## config.mk

```make
export PLATFORM = sky130hd
export DESIGN_NAME = ucie_ctl_phy_csr_initiator
export DESIGN_NICKNAME = d
export VERILOG_FILES = /design/src/rtl/ucie_ctl_phy_csr_initiator.sv
export SDC_FILE = /design/constraint.sdc
export NUM_CORES = 1
export LEC_CHECK = 0
export CAP_MARGIN = 20
export CORE_UTILIZATION = 43
export DETAILED_ROUTE_END_ITERATION = 10
export GPL_ROUTABILITY_DRIVEN = 1
export PLACE_DENSITY_LB_ADDON = 0.25
export SETUP_SLACK_MARGIN = 0.15
export SYNTH_ARGS = -nofsm -noshare
export SYNTH_HDL_FRONTEND = slang
export SYNTH_SLANG_ARGS = --single-unit
export TNS_END_PERCENT = 5
```

## constraint.sdc

```tcl
create_clock -name i_clk -period 3.1 [get_ports i_clk]
set_clock_uncertainty 0.05 [all_clocks]
set_input_delay 0.62 -clock i_clk [delete_from_list [all_inputs] [get_ports i_clk]]
set_output_delay 0.62 -clock i_clk [all_outputs]
set_load 0.02 [all_outputs]
```

## src/rtl/ucie_ctl_phy_csr_initiator.sv

```systemverilog
// PHY CSR write initiator: forwards host CSR writes and runs the link-training
// kick / wait / back-off retry sequence on the same write port.
module ucie_ctl_phy_csr_initiator #(
  parameter int          TIMEOUT    = 1024,
  parameter int          MAX_RETRY  = 3,
  parameter int          BACKOFF    = 16,
  parameter logic [7:0]  TRAIN_ADDR = 8'h10,
  parameter int          START_BIT  = 10,
  localparam int         RW         = (MAX_RETRY > 0) ? $clog2(MAX_RETRY + 1) : 1
) (
  input  logic          i_clk,
  input  logic          i_rst_n,
  input  logic          i_req_valid,
  output logic          o_req_ready,
  input  logic [7:0]    i_req_addr,
  input  logic [31:0]   i_req_wdata,
  output logic          o_req_err,
  input  logic          i_start_link,
  input  logic          i_training_done,
  output logic          o_WR,
  output logic [7:0]    o_addr,
  output logic [31:0]   o_WDATA,
  output logic          o_link_up,
  output logic          o_link_fail,
  output logic [RW-1:0] o_retry_cnt
);

  localparam int          CMAX       = (TIMEOUT > BACKOFF) ? TIMEOUT : BACKOFF;
  localparam int          CW         = $clog2(CMAX + 1);
  localparam logic [31:0] START_MASK = 32'(1) << START_BIT;

  typedef enum logic [2:0] {S_IDLE, S_PASS, S_KICK, S_WAIT, S_BACKOFF} state_e;

  state_e        state_q;
  logic          wr_q, err_q, up_q, fail_q;
  logic [7:0]    addr_q;
  logic [31:0]   wdata_q, shadow_q;
  logic [RW-1:0] retry_q;
  logic [CW-1:0] cnt_q;

  assign o_req_ready = (state_q == S_IDLE) && !i_start_link;
  assign o_WR        = wr_q;
  assign o_addr      = addr_q;
  assign o_WDATA     = wdata_q;
  assign o_req_err   = err_q;
  assign o_link_up   = up_q;
  assign o_link_fail = fail_q;
  assign o_retry_cnt = retry_q;

  always_ff @(posedge i_clk or negedge i_rst_n) begin
    if (!i_rst_n) begin
      state_q  <= S_IDLE;
      wr_q     <= 1'b0;
      err_q    <= 1'b0;
      up_q     <= 1'b0;
      fail_q   <= 1'b0;
      addr_q   <= '0;
      wdata_q  <= '0;
      shadow_q <= '0;
      retry_q  <= '0;
      cnt_q    <= '0;
    end else begin
      wr_q  <= 1'b0;
      err_q <= 1'b0;
      case (state_q)
        S_IDLE: begin
          if (i_start_link) begin
            up_q    <= 1'b0;
            fail_q  <= 1'b0;
            retry_q <= '0;
            cnt_q   <= '0;
            wr_q    <= 1'b1;
            addr_q  <= TRAIN_ADDR;
            wdata_q <= shadow_q | START_MASK;
            state_q <= S_KICK;
          end else if (i_req_valid) begin
            if (i_req_addr[1:0] == 2'b00) begin
              wr_q    <= 1'b1;
              addr_q  <= i_req_addr;
              wdata_q <= i_req_wdata;
              if (i_req_addr == TRAIN_ADDR) shadow_q <= i_req_wdata & ~START_MASK;
              state_q <= S_PASS;
            end else begin
              err_q <= 1'b1;
            end
          end
        end
        S_PASS: state_q <= S_IDLE;
        // The KICK write cycle is the first of the TIMEOUT cycles of an attempt.
        S_KICK: begin
          cnt_q   <= CW'(1);
          state_q <= S_WAIT;
        end
        S_WAIT: begin
          if (i_training_done) begin
            up_q    <= 1'b1;
            state_q <= S_IDLE;
          end else if (cnt_q == CW'(TIMEOUT - 1)) begin
            if (retry_q == RW'(MAX_RETRY)) begin
              fail_q  <= 1'b1;
              state_q <= S_IDLE;
            end else begin
              retry_q <= retry_q + RW'(1);
              cnt_q   <= '0;
              state_q <= S_BACKOFF;
            end
          end else begin
            cnt_q <= cnt_q + CW'(1);
          end
        end
        S_BACKOFF: begin
          if (cnt_q == CW'(BACKOFF - 1)) begin
            cnt_q   <= '0;
            wr_q    <= 1'b1;
            addr_q  <= TRAIN_ADDR;
            wdata_q <= shadow_q | START_MASK;
            state_q <= S_KICK;
          end else begin
            cnt_q <= cnt_q + CW'(1);
          end
        end
        default: state_q <= S_IDLE;
      endcase
    end
  end

endmodule
```

==> metrics.txt <==
status=complete, no violations; Post-synth EDFFs=0; Slew @ Worst Pin=0.5808 ns; CTS Buffer Depth=2; clk slew on worst S/H paths=0.10 ns; Clk pwr share=18.8%; die area=0.01005 mm^2; Root Buffer=clkbuf_8; kind of critical path=input pin to output pin; Hold WS=0.1248 ns; initial DRC count=95; Die H=100.3 um; maximum VDD drop=0.0004350 V; worst skew pair latency=0.36 ns; antenna-violating nets left=0; layout net count=501; hold bufs inserted after CTS=0; internal power=2.591 mW; hpwl dp=6057 um; Initial Utilization=44.72%; Congestion Overflow GR=0; Mapped Area=0.004151 mm^2; Critical path origin=i_start_link; total core area=0.009284 mm^2; final setup vio count=0; row count=35; Hold Vio Cnt, Final=0; final worst-path cycle share=88.60%; TritonCTS clock tree=built; Logic pwr share=41.1%; min cycle time layout=2.747 ns; Pre-antenna DRT Iters=4; final setup margin=0.3534 ns; Port-buffer cells=91; drt total wl=8794 um; Mean Syn Cell Area=11.41 um^2; PwrDens=772.5 mW/mm^2; gp weighted congestion=0.7999; max-capacitance violation count=0; vias in the first global route=3,017; P_leak=2.462 nW; Area growth syn-to-layout=29.63%; Async S/R FF share, synth=100.0%; Synth Instances=364; crit start category=input pin; post-cts resize count=0; top-level port count=92; placed inst area=0.005186 mm^2; Peak Freq=364.1 MHz; Req. time, crit path=2.43 ns; Yosys reg bits=91; via/cell ratio=5.207; DR vias=3,062; global-route wire length before repair=14,610 um; Sw Pwr=1.566 mW; Crit Path Max Fanout=2; DP Cell Count=572; Sum Neg Setup Slack=0 ns; Final Slew Violations=0; RSZ-0062 raised after global routing=false; initial antenna violation count=0; total power draw=4.157 mW; relative slew slack=61.20%; Final Util=57.97%; TritonCTS Buffers=9; Clock Sinks=91; CP Capture Type=output pin; Yosys warning count=0; count of unresolved DRC violations after routing=0; sequential power share=40.1%; GR Util All Layers=18.99%; post-CTS setup buffers=0; # diodes=0; Synthesized Nets=411; worst r2r src=cnt_q[0]; register area share after synthesis=54.85%; sw frac=37.67%; largest net degree at the start of global routing=61; Cell variety after synth=45; Die W=100.3 um; Final Instance Count excl. Fillers=588; fin area=0.005381 mm^2; Hold Crit Class=input pin to async pin; data arrival time of the worst path=2.08 ns; Setup WS pre-CTS=0.3507 ns; prevailing post-synth register cell=dfrtp_1; reg2reg path depth=6; wire length per cell=14.96 um; H-tree depth=3; layout cell share with drive strength beyond 1=15.25%
[layer usage]
layer,track usage [%],vias up,wire length (um)
li1,-,1475,-
met1,24.40,1485,3719
met2,30.24,91,4327
met3,5.641,11,609
met4,7.469,0,137
met5,0,-,0
[placed cells by master, fill, tap and decap left out, drive strengths merged, types with 3 or more instances in the layout]
| cell | n |
|---|---|
| nand3 | 11 |
| clkdlybuf4s50 | 90 |
| clkbuf | 9 |
| a21oi | 36 |
| nor2b | 4 |
| nand4 | 3 |
| nor2 | 52 |
| o21ai | 15 |
| a22o | 7 |
| mux2i | 31 |
| nand2 | 13 |
| nor3 | 6 |
| inv | 12 |
| buf | 9 |
| a21o | 6 |
| dfrtp | 91 |
| mux2 | 31 |
| a31oi | 3 |
[power groups by stage]
| stage | Combinational, mW | Sequential [mW] | Clock [mW] |
|---|---|---|---|
| after floorplan | 0.724 | 1.96 | 0 |
| after global placement | 1.69 | 1.68 | 0 |
| final | 1.71 | 1.67 | 0.780 |
| after global routing | 1.87 | 1.71 | 0.854 |
| after CTS | 1.73 | 1.67 | 0.812 |
| after detailed placement | 1.72 | 1.69 | 0 |
[synth_stat cells (2+ instances only)]
cell type	n	area, um^2
dfrtp_1	91	2277
nor2_1	51	191.4
a21oi_1	36	180.2
mux2_2	31	349.1
mux2i_1	31	310.3
o21ai_0	14	70.07
nand2_1	13	48.80
nand3_1	11	55.05
inv_1	9	33.78
a22o_1	7	61.31
buf_6	7	78.83
a21o_1	6	45.04
nor3_1	5	25.02
buf_1	4	15.01
buf_4	4	30.03
nor2b_1	4	25.02
a31oi_1	3	18.77
buf_2	3	15.01
nand4_1	3	18.77
clkbuf_1	2	7.510
ha_1	2	25.02
nand2b_1	2	12.51
nand3b_1	2	15.01
or2_2	2	12.51
[cell type report]
class / instances / area, um^2
Inverter: 9 / 33.78
Fill cell: 828 / 3902
Clock buffer: 9 / 123.9
Tap cell: 129 / 161.4
Multi-Input combinational cell: 244 / 1695
Timing Repair Buffer: 99 / 1018
Clock inverter: 7 / 71.32
Sequential cell: 91 / 2277
[registers in the layout, summed over array words and instances, names as in the netlist]
signal,cells
cnt_q,11
o_link_up,1
o_req_err,1
o_addr,8
o_retry_cnt,2
shadow_q,31
o_WDATA,32
o_WR,1
state_q,3
o_link_fail,1
[logic make-up (layout without fill, tap and decap cells)]
| group | Yosys count | in the layout | share of synthesized area [%] |
|---|---|---|---|
| AO/OA/AOI/OAI | 78 | 78 | 12.30 |
| flip-flops | 91 | 91 | 54.85 |
| adder cells (fa/ha/maj) | 2 | 2 | 0.6027 |
| buffers and inverters | 29 | 124 | 4.340 |
| AND/OR/NAND/NOR | 102 | 102 | 12.03 |
| multiplexers | 62 | 62 | 15.88 |
[final timing paths]
check / end / slack (ns)
worst min register to register: o_addr[1] / 0.46
max in group asynchronous: shadow_q[6] / 2.20
worst max-delay path: o_req_ready / 0.35
worst max register to register: cnt_q[9] / 0.68
min in group i_clk: o_addr[1] / 0.46
worst min-delay path: state_q[2] / 0.12
[worst max-delay path: stages]
cell and delay [ns]:
clkdlybuf4s50_1 0.44, nor4_2 0.34, clkdlybuf4s50_1 0.67
No activity file was read; power rests on OpenSTA's default activity.
